File: config.mk
export PLATFORM = sky130hd
export DESIGN_NAME = rx_frame_trim_512_flat
export DESIGN_NICKNAME = d
export VERILOG_FILES = /design/src/rtl/net_pkg.sv /design/src/rtl/axi_stream.sv /design/src/rtl/axis_skid_reg_512.sv /design/src/rtl/rx_frame_trim_512.sv /design/src/flat_wrapper.sv
export SDC_FILE = /design/constraint.sdc
export NUM_CORES = 2
export LEC_CHECK = 0
export ABC_AREA = 1
export BUFFER_PORTS_ARGS = -buffer_cell sky130_fd_sc_hd__buf_2
export CAP_MARGIN = 10
export CORE_AREA = 2 2 479 481
export CTS_CLUSTER_SIZE = 16
export DETAILED_ROUTE_END_ITERATION = 16
export DIE_AREA = 0 0 481 483
export GPL_TIMING_DRIVEN = 0
export PLACE_DENSITY_LB_ADDON = 0.12
export SLEW_MARGIN = 15
export SYNTH_ARGS = -nofsm -noshare
export SYNTH_HDL_FRONTEND = slang
export SYNTH_SLANG_ARGS = --single-unit
File: constraint.sdc
create_clock -name net_clk -period 98.7 [get_ports net_clk]
set_clock_uncertainty 0.2 [all_clocks]
set_input_delay 19.74 -clock net_clk [delete_from_list [all_inputs] [get_ports net_clk]]
set_output_delay 19.74 -clock net_clk [all_outputs]
set_load 0.03 [all_outputs]
File: src/rtl/net_pkg.sv
// Shared networking types and helpers: header constants, trim FSM states, beat record, byte-mask helpers.
// Pure declarations and combinational functions; no latency or backpressure of its own.
package net_pkg;

  localparam int          ETH_HDR_LEN    = 14;
  localparam logic [15:0] ETHERTYPE_IPV4 = 16'h0800;

  typedef enum logic [1:0] {
    ST_HEAD,
    ST_FWD,
    ST_DROP
  } state_t;

  typedef struct packed {
    logic [511:0] data;
    logic [63:0]  keep;
    logic         last;
  } beat_t;

  function automatic logic [63:0] keep_mask(input logic [6:0] n);
    if (n >= 7'd64) begin
      return {64{1'b1}};
    end
    return (64'd1 << n) - 64'd1;
  endfunction

  function automatic logic [6:0] popcount64(input logic [63:0] k);
    logic [6:0] c;
    c = '0;
    for (int i = 0; i < 64; i++) begin
      c = c + {6'b0, k[i]};
    end
    return c;
  endfunction

endpackage

File: src/rtl/axi_stream.sv
// 512-bit AXI-stream bundle with byte keep; byte 0 is data[7:0].
// Plain wires; handshake is valid && ready on the rising clock edge.
interface axi_stream;
  logic [511:0] data;
  logic [63:0]  keep;
  logic         last;
  logic         valid;
  logic         ready;

  modport master (output data, keep, last, valid, input ready);
  modport slave  (input data, keep, last, valid, output ready);
endinterface

File: src/rtl/axis_skid_reg_512.sv
// Output register stage with one skid entry: 1-cycle latency, full rate while downstream is ready.
// up_ready comes straight from the skid-occupied flop, so it never depends on dn_ready combinationally.
module axis_skid_reg_512
  import net_pkg::*;
(
  input  logic  clk,
  input  logic  rst,
  input  logic  up_valid,
  input  beat_t up_beat,
  output logic  up_ready,
  output logic  dn_valid,
  output beat_t dn_beat,
  input  logic  dn_ready
);

  beat_t out_q;
  beat_t skid_q;
  logic  out_vld;
  logic  skid_vld;
  logic  out_free;

  assign up_ready = ~skid_vld;
  assign dn_valid = out_vld;
  assign dn_beat  = out_q;
  assign out_free = ~out_vld | dn_ready;

  // The skid entry only fills when a beat arrives while the output is stalled.
  always_ff @(posedge clk or posedge rst) begin
    if (rst) begin
      out_q    <= '0;
      skid_q   <= '0;
      out_vld  <= 1'b0;
      skid_vld <= 1'b0;
    end else if (out_free) begin
      if (skid_vld) begin
        out_q    <= skid_q;
        out_vld  <= 1'b1;
        skid_vld <= 1'b0;
      end else if (up_valid) begin
        out_q   <= up_beat;
        out_vld <= 1'b1;
      end else begin
        out_vld <= 1'b0;
      end
    end else if (up_valid && !skid_vld) begin
      skid_q   <= up_beat;
      skid_vld <= 1'b1;
    end
  end

endmodule

File: src/rtl/rx_frame_trim_512.sv
// Strips Ethernet padding from RX IPv4 frames so each frame ends at 14 + IPv4 total length.
// 1-cycle registered output via skid stage; s_axis.ready is purely registered and held high while dropping.
module rx_frame_trim_512
  import net_pkg::*;
#(
  parameter int MIN_IP_LEN = 20
) (
  input  logic        net_clk,
  input  logic        sys_reset,
  axi_stream.slave    s_axis,
  axi_stream.master   m_axis,
  output logic [31:0] cnt_trimmed,
  output logic [31:0] cnt_truncated
);

  localparam logic [15:0] MIN_LEN = 16'(MIN_IP_LEN);

  state_t      state;
  state_t      state_nxt;
  logic [15:0] base;
  logic        trim_q;
  logic [16:0] len_q;
  logic        rdy_en;
  logic        skid_rdy;
  logic        fire;

  logic [15:0] etype;
  logic [15:0] ip_len;
  logic        hd_trim;
  logic [16:0] hd_len;
  logic        cur_trim;
  logic [16:0] cur_len;
  logic [6:0]  nbytes;
  logic [17:0] len_ext;
  logic [17:0] end_full;
  logic [17:0] end_keep;
  logic [16:0] rem;

  logic        up_valid;
  beat_t       up_beat;
  logic        dn_valid;
  beat_t       dn_beat;
  logic        inc_trim;
  logic        inc_trunc;

  assign s_axis.ready = rdy_en & ((state == ST_DROP) | skid_rdy);
  assign fire         = s_axis.valid & s_axis.ready;

  // Header fields are big-endian on the wire; byte 12 is the EtherType MSB.
  always_comb begin
    etype    = {s_axis.data[103:96], s_axis.data[111:104]};
    ip_len   = {s_axis.data[135:128], s_axis.data[143:136]};
    hd_trim  = (etype == ETHERTYPE_IPV4) && (ip_len >= MIN_LEN);
    hd_len   = 17'(ETH_HDR_LEN) + {1'b0, ip_len};
    cur_trim = (state == ST_HEAD) ? hd_trim : trim_q;
    cur_len  = (state == ST_HEAD) ? hd_len  : len_q;
    nbytes   = popcount64(s_axis.keep);
    len_ext  = {1'b0, cur_len};
    end_full = {2'b0, base} + 18'd64;
    end_keep = {2'b0, base} + {11'b0, nbytes};
    rem      = cur_len - {1'b0, base};
  end

  always_ff @(posedge net_clk or posedge sys_reset) begin
    if (sys_reset) begin
      state <= ST_HEAD;
    end else begin
      state <= state_nxt;
    end
  end

  always_comb begin
    state_nxt    = state;
    up_valid     = 1'b0;
    up_beat.data = s_axis.data;
    up_beat.keep = s_axis.keep;
    up_beat.last = s_axis.last;
    inc_trim     = 1'b0;
    inc_trunc    = 1'b0;
    if (fire) begin
      case (state)
        ST_HEAD, ST_FWD: begin
          up_valid = 1'b1;
          if (cur_trim && s_axis.last && (len_ext > end_keep)) begin
            // Frame ended before its declared length: pass as-is.
            inc_trunc = 1'b1;
            state_nxt = ST_HEAD;
          end else if (cur_trim && (len_ext <= end_full)) begin
            up_beat.keep = keep_mask(rem[6:0]);
            up_beat.last = 1'b1;
            if (s_axis.last) begin
              inc_trim  = (rem < {10'b0, nbytes});
              state_nxt = ST_HEAD;
            end else begin
              inc_trim  = 1'b1;
              state_nxt = ST_DROP;
            end
          end else begin
            state_nxt = s_axis.last ? ST_HEAD : ST_FWD;
          end
        end
        ST_DROP: begin
          if (s_axis.last) begin
            state_nxt = ST_HEAD;
          end
        end
        default: state_nxt = ST_HEAD;
      endcase
    end
  end

  always_ff @(posedge net_clk or posedge sys_reset) begin
    if (sys_reset) begin
      base          <= '0;
      trim_q        <= 1'b0;
      len_q         <= '0;
      rdy_en        <= 1'b0;
      cnt_trimmed   <= '0;
      cnt_truncated <= '0;
    end else begin
      rdy_en <= 1'b1;
      if (fire) begin
        base <= (state_nxt == ST_HEAD) ? 16'd0 : base + 16'd64;
        if (state == ST_HEAD) begin
          trim_q <= hd_trim;
          len_q  <= hd_len;
        end
        if (inc_trim) begin
          cnt_trimmed <= cnt_trimmed + 32'd1;
        end
        if (inc_trunc) begin
          cnt_truncated <= cnt_truncated + 32'd1;
        end
      end
    end
  end

  axis_skid_reg_512 u_out (
    .clk      (net_clk),
    .rst      (sys_reset),
    .up_valid (up_valid),
    .up_beat  (up_beat),
    .up_ready (skid_rdy),
    .dn_valid (dn_valid),
    .dn_beat  (dn_beat),
    .dn_ready (m_axis.ready)
  );

  assign m_axis.valid = dn_valid;
  assign m_axis.data  = dn_beat.data;
  assign m_axis.keep  = dn_beat.keep;
  assign m_axis.last  = dn_beat.last;

endmodule
File: src/flat_wrapper.sv
// flat-port wrapper written by rule: the top's interface ports become plain ports
module rx_frame_trim_512_flat import net_pkg::*;
#(
  parameter int MIN_IP_LEN = 20
)
  (net_clk, sys_reset, cnt_trimmed, cnt_truncated, s_axis_data, s_axis_keep, s_axis_last, s_axis_valid, s_axis_ready, m_axis_data, m_axis_keep, m_axis_last, m_axis_valid, m_axis_ready);
  axi_stream s_axis_i ();
  axi_stream m_axis_i ();
  input  logic net_clk;
  input  logic sys_reset;
  output logic [31:0] cnt_trimmed;
  output logic [31:0] cnt_truncated;
  input wire logic [$bits(s_axis_i.data)-1:0] s_axis_data;
  input wire logic [$bits(s_axis_i.keep)-1:0] s_axis_keep;
  input wire logic [$bits(s_axis_i.last)-1:0] s_axis_last;
  input wire logic [$bits(s_axis_i.valid)-1:0] s_axis_valid;
  output wire logic [$bits(s_axis_i.ready)-1:0] s_axis_ready;
  output wire logic [$bits(m_axis_i.data)-1:0] m_axis_data;
  output wire logic [$bits(m_axis_i.keep)-1:0] m_axis_keep;
  output wire logic [$bits(m_axis_i.last)-1:0] m_axis_last;
  output wire logic [$bits(m_axis_i.valid)-1:0] m_axis_valid;
  input wire logic [$bits(m_axis_i.ready)-1:0] m_axis_ready;
  assign s_axis_i.data = s_axis_data;
  assign s_axis_i.keep = s_axis_keep;
  assign s_axis_i.last = s_axis_last;
  assign s_axis_i.valid = s_axis_valid;
  assign s_axis_ready = s_axis_i.ready;
  assign m_axis_data = m_axis_i.data;
  assign m_axis_keep = m_axis_i.keep;
  assign m_axis_last = m_axis_i.last;
  assign m_axis_valid = m_axis_i.valid;
  assign m_axis_i.ready = m_axis_ready;
  rx_frame_trim_512 #(.MIN_IP_LEN(MIN_IP_LEN)) u_core (.net_clk(net_clk), .sys_reset(sys_reset), .s_axis(s_axis_i), .m_axis(m_axis_i), .cnt_trimmed(cnt_trimmed), .cnt_truncated(cnt_truncated));
endmodule
* Word-level counts from Yosys, hierarchy flattened
Cells that the tools add are included.
W data, S select, Z words.
** Word-level totals
- Logic and storage cells :: 154
- Input bits :: 581
- Output and inout bits :: 643
- Register bits :: 1257
** Cells by class
- Bitwise logic cells :: 7
- Order comparisons :: 5
- Reductions and logical operators :: 15
- Add/sub/neg operators :: 71
- Mux-type cells :: 37
- Equality and inequality tests :: 3
- Shift-type cells :: 1
** Operators with widths (number)
- $mux W577 :: 2
- $add A7 B1 Y7 :: 62
- $mux W65 :: 4
- $mux W64 :: 2
- $add A32 B1 Y32 const B :: 2
- $shl A1 B7 Y64 const A :: 1
- $sub A64 B1 Y64 const B :: 1
- $mux W1 :: 21
- $gt A17 B18 Y1 :: 1
- $le A17 B18 Y1 :: 1
- $add A16 B7 Y17 :: 1
- $add A16 B7 Y17 const B :: 1
- $add A4 B16 Y17 const A :: 1
- $lt A17 B7 Y1 :: 1
- $mux W17 :: 1
- $sub A17 B16 Y17 :: 1
- $add A16 B7 Y16 const B :: 1
- $eq A16 B12 Y1 const B :: 1
- $ge A16 B5 Y1 const B :: 1
- $mux W16 :: 1
- $mux W2 :: 5
- $reduce_and A2 Y1 :: 4
- $ge A7 B7 Y1 const B :: 1
- $logic_and A1 B1 Y1 :: 5
- 11 further kinds :: 17

* Longest topological paths before layout
- Depth in word-level cells :: 76
- Mapped depth :: 44
- Mapped depth without buffers :: 43

* Cells and area by module
From an unflattened synthesis, not the netlist that was laid out.
** Unflattened totals
- Cell total of the unflattened synthesis :: 8665
- Area total of the unflattened synthesis :: 63419.6 um2
** Modules (own cells, without submodules)
- axis_skid_reg_512 :: times used 1, area each 51319.2 um2, cells an instance 6809
- rx_frame_trim_512 :: times used 1, area each 12100.4 um2, cells an instance 1856

* Least setup slack after synthesis
OpenSTA, ideal clock, no wires.
- Path type :: input to register
- Start point :: in s_axis_keep[0]
- End point :: reg u_core.u_out.out_q, in the netlist u_core.u_out.dn_beat[17]
- Path slack :: 70.648 ns
- Data required time :: 98.383 ns
- Stages on the path :: 37
- Arrival time :: 27.735 ns
- Setup time :: 0.117 ns
- Buffers on the path :: 1
- Path through :: ha_1 inv_1 fa_1 fa_1 fa_1 fa_1 fa_1 fa_1 fa_1 fa_1 fa_1 fa_1 o21ai_0 nand2_1 nand2_1 a21oi_1 inv_1 ha_1 nand2_1 nor2_1 inv_1 nor2_1 nand2_1 xor2_1 ha_1 nand3_1 o41ai_1 nor2_1 nand2_1 nand3_1 nor2_2 clkbuf_1 nand2_1 o22ai_1 nand2_1 nand2_1 nand2_1
** Between the ends
- Cells in the longest elaborated chain, start to end :: 71
** RTL lines
- start, declared :: RTL line flat_wrapper.sv:14 : input wire logic [$bits(s_axis_i.keep)-1:0] s_axis_keep;
- $add A1 B1 Y2 :: RTL line net_pkg.sv:31 : c = c + {6'b0, k[i]};
- $add A7 B1 Y7 (62 in series) :: RTL line net_pkg.sv:31
- $add A16 B7 Y17 :: RTL line rx_frame_trim_512.sv:60 : end_keep = {2'b0, base} + {11'b0, nbytes};
- $gt A17 B18 Y1 :: RTL line rx_frame_trim_512.sv:84 : if (cur_trim && s_axis.last && (len_ext > end_keep)) begin
- $logic_and A1 B1 Y1 :: RTL line rx_frame_trim_512.sv:84
- $mux W65 :: RTL line rx_frame_trim_512.sv:84
- $mux W65 :: RTL line rx_frame_trim_512.sv:81 : case (state)
- $mux W65 :: RTL line rx_frame_trim_512.sv:80 : if (fire) begin
- $mux W577 :: RTL line axis_skid_reg_512.sv:39 : end else if (up_valid) begin
- $mux W577 :: RTL line axis_skid_reg_512.sv:35 : if (skid_vld) begin
- end signal, assigned :: RTL line axis_skid_reg_512.sv:36 : out_q <= skid_q;
- end signal, assigned :: RTL line axis_skid_reg_512.sv:40 : out_q <= up_beat;
- end, declared :: RTL line axis_skid_reg_512.sv:16 : beat_t out_q;
Every way passes these cells. The select of a mux whose other input is x is not followed.
A chain may end at the register's enable or synchronous reset.

* Final worst setup path
- Start point :: in s_axis_keep[1]
- End point :: reg u_core.u_out.out_q, in the netlist u_core.u_out.dn_beat[4]
Same word-level chain as after synthesis.

==> impl_metrics.tcl <==
set metrics [dict create \
    seq_area_um2 31300 \
    synthCells 7560 \
    whs_path_depth 2 \
    clk_pin_slew_worst_paths_ns 0.06 \
    fmax_ghz 0.0335 \
    routed_via_density 4.79 \
    num_rows 175 \
    grt_pass1_vias 56600 \
    ys_ff_latch 1251 \
    cp-start-kind "input pin" \
    dpl-instance-area_um2 70000 \
    gp_congestion 0.925 \
    cp_slowest_cell "o21ai_0" \
    cp_data_arrival_time_ns 30.37 \
    period_needed_ns 29.89 \
    place_hpwl_um 233000 \
    tns_ns 0 \
    clockBufferDepth 3 \
    reg2reg_from "u_core.state[1]$_DFF_PP0_" \
    final_cells 12200 \
    holdBufCountCts 0 \
    powerDensity_nw_per_um2 29.9 \
    min-delay-path-class "reg -> reg" \
    post-route-period-util_pct 30.3 \
    r2r_slack_ns 92.35 \
    utilization_pct 33.2 \
    setup_slack_ns 68.81 \
    syn_avg_cell_area_um2 7.89 \
    rsz0062_at_grt "false" \
    p_leak_nw 37.8 \
    worstSetupPathType "in -> reg" \
    critPathRequiredTime_ns 99.19 \
    dr.first_iter.drc_count 4491 \
    drt_wl_total_um 295000 \
    cts.root.buffer_cell "clkbuf_16" \
    max_cap_violations 0 \
    drtPass1Iterations 6 \
    die_x_um 481 \
    grtUsageTotal_pct 24.7 \
    path_buf_inv 5 \
    final_area_um2 75300 \
    yosys.cell_types.count 49 \
    yosysWarnings 0 \
    path_common_cell "fa_1" \
    layout-drive-gt1-share_pct 17.5 \
    outcome "complete, no violations" \
    die_area_um2 232000 \
    place_ws_ns 67.92 \
    die_h_um 483 \
    holdWs_ns 0.269 \
    final_nets 9662 \
    grt_first_pass_wirelength_um 418000 \
    hold_violations 0 \
    worst_pin_slew_ns 1.24 \
    overflow 0 \
    critical_path_depth 36 \
    setup_viol 0 \
    coreArea_um2 227000 \
    cpPeakStageDelay_ns 0.92 \
    fill_cells 24700 \
    ys_seq_area_share_pct 52.5 \
    antenna_found_initial 157 \
    cts_buffers 155 \
    synthesis.area_um2 59600 \
    grt_max_degree 100 \
    syn2layout_area_growth_pct 26.2 \
    p_total_mw 2.25 \
    slew_headroom_pct 16.8 \
    cts_sinks 1251 \
    critPathTopFamily "adder cells" \
    place_inst 11800 \
    cts_tree "yes" \
    multi_input_area_um2 25500 \
    antenna_left 0 \
    cp_max_fo 10 \
    postCtsSetupRepairBufs 0 \
    clk_latency_ns 0.82 \
    cp-endpoint "u_core.u_out.dn_beat[4]$_DFFE_PP0P_" \
    reg2regPathDepth 22 \
    rr_endpoint "u_core.cnt_trimmed[14]$_DFFE_PP0P_" \
    critical_path.endpoint_type "flop" \
    max-vdd-ir-drop_uv 79.9 \
    post_drt_wl_per_cell_um 24.2 \
    htree_levels 4 \
    io_pins 1224 \
    port_buffers 1223 \
    floorplan.initialDensity_pct 26.3 \
    cts_resized 0 \
    drcViolationCount 0 \
    critical_path.startpoint "s_axis_keep[1]" \
    finalMaxSlewViolations 0 \
    vias 58400 \
]
-- cell families (layout without fill, tap and decap cells) --
group,Yosys count,after routing,synth area share [%]
flip-flops,1251,1251,52.5
AO/OA/AOI/OAI,806,806,8.05
other,2,120,0.0126
XOR/XNOR,94,94,1.38
adder cells (fa/ha/maj),124,124,3.28
buffers and inverters,739,2248,4.86
AND/OR/NAND/NOR,4544,4544,29.9
-- registers in the layout, indices dropped and copies added (netlist names) --
name                   count
u_core.u_out.dn_beat     577
u_core.u_out.skid_q      577
u_core.cnt_trimmed        32
u_core.cnt_truncated      32
u_core.len_q              17
u_core.base               10
u_core.state               2
u_core.rdy_en              1
u_core.trim_q              1
u_core.u_out.dn_valid      1
u_core.u_out.skid_vld      1
-- worst reg2reg max path, cell delays in order, from the launching register on --
cell and delay, ns:
dfrtp_1 0.42, inv_1 0.09, nand2_1 0.20, buf_4 0.27, o21ai_0 0.65, ha_1 0.44, inv_1 0.18, nand2_1 0.12
nand2_4 0.15, buf_4 0.23, clkbuf_1 0.67, ha_1 0.39, a21oi_1 0.28, o21ai_0 0.17, nor3_1 0.24, nand4_1 0.13
a21oi_1 0.13, nand3_1 0.21, nand2_1 0.50, nand2_2 0.18, buf_2 0.25, nand2_1 0.09, nand2_1 0.05
-- cells in the final DEF (no fill, tap or decap), types with 11 or more instances in the layout --
master     count
a31oi_1      550
nand2_1     3243
nor2_1       870
o21ai_0      146
o21ai_1       29
buf_2       1262
clkbuf_16    155
nor4_1        15
nand3_1      239
nor2_2        22
clkbuf_8      27
dfrtp_1     1251
a21oi_1       53
inv_1        293
clkbuf_1     414
nand2_2       15
nand4_1       59
xnor2_1       29
buf_16        15
fa_1          54
clkinv_2      19
nor3_1        44
diode_2      116
xor2_1        65
ha_1          70
buf_1         11
-- per-layer routing --
layer  share of wire [%]  up-vias  global-route usage (%)
met2                  48     2008                    40.8
met3                 6.5      526                    5.26
met5               0.066        -                       0
li1                    -    27100                       -
met1                  41    28700                    30.5
met4                 4.7       32                    12.1
-- how the worst min path moves through the flow --
stage                                                 to                                  from  slack, ns
global route        u_core.u_out.skid_q[249]$_DFFE_PP0P_  u_core.u_out.skid_q[249]$_DFFE_PP0P_       0.28
detailed placement  u_core.u_out.skid_q[305]$_DFFE_PP0P_  u_core.u_out.skid_q[305]$_DFFE_PP0P_       0.26
CTS                 u_core.u_out.skid_q[438]$_DFFE_PP0P_  u_core.u_out.skid_q[438]$_DFFE_PP0P_       0.27
floorplan           u_core.u_out.skid_q[100]$_DFFE_PP0P_  u_core.u_out.skid_q[100]$_DFFE_PP0P_       0.24
global placement    u_core.u_out.skid_q[455]$_DFFE_PP0P_  u_core.u_out.skid_q[455]$_DFFE_PP0P_       0.25
finish              u_core.u_out.skid_q[177]$_DFFE_PP0P_  u_core.u_out.skid_q[177]$_DFFE_PP0P_       0.27
-- power breakdown --
group          leakage (nW)  total [mW]  switching, mW  internal, mW
combinational          20.4       0.968          0.649         0.319
sequential             15.0       0.708         0.0700         0.638
clock                  2.44       0.571          0.243         0.328
total                  37.8        2.25          0.962          1.29
-- synthesized netlist by cell type, drive strengths merged --
cell | count | area, µm²
nor3 | 45 | 230
o21bai | 3 | 22.5
a221oi | 1 | 8.76
buf | 64 | 364
o211ai | 8 | 60.1
and2 | 3 | 18.8
o41ai | 1 | 8.76
clkinv | 2 | 7.51
nor2 | 900 | 3490
conb | 2 | 7.51
o2111ai | 2 | 17.5
a41oi | 1 | 8.76
fa | 54 | 1080
ha | 70 | 876
a211oi | 1 | 7.51
and3 | 1 | 6.26
dfrtp | 1251 | 31300
inv | 297 | 1110
o21a | 3 | 22.5
a31oi | 550 | 3440
o21ai | 175 | 876
xnor2 | 29 | 254
xor2 | 65 | 569
nor2b | 1 | 6.26
o221a | 1 | 11.3
a21o | 4 | 30.0
o22ai | 2 | 12.5
or2 | 9 | 56.3
nand3b | 6 | 45.0
a21oi | 53 | 265
nand2 | 3261 | 12300
nand4 | 59 | 369
a21boi | 1 | 7.51
clkbuf | 376 | 1410
nand3 | 244 | 1250
nor4 | 15 | 93.8
-- area by class of cell --
class / instances / share of cell area (%)
inverter: 299 / 1.50
tap: 3009 / 5.00
timing repair buffer: 1238 / 8.68
clock buffer: 228 / 5.88
clock inverter: 43 / 0.783
buffer: 440 / 2.37
antenna: 116 / 0.386
multi-input combinational: 5572 / 33.8
sequential: 1251 / 41.6
Note: power is estimated with default switching activity, not from simulation.
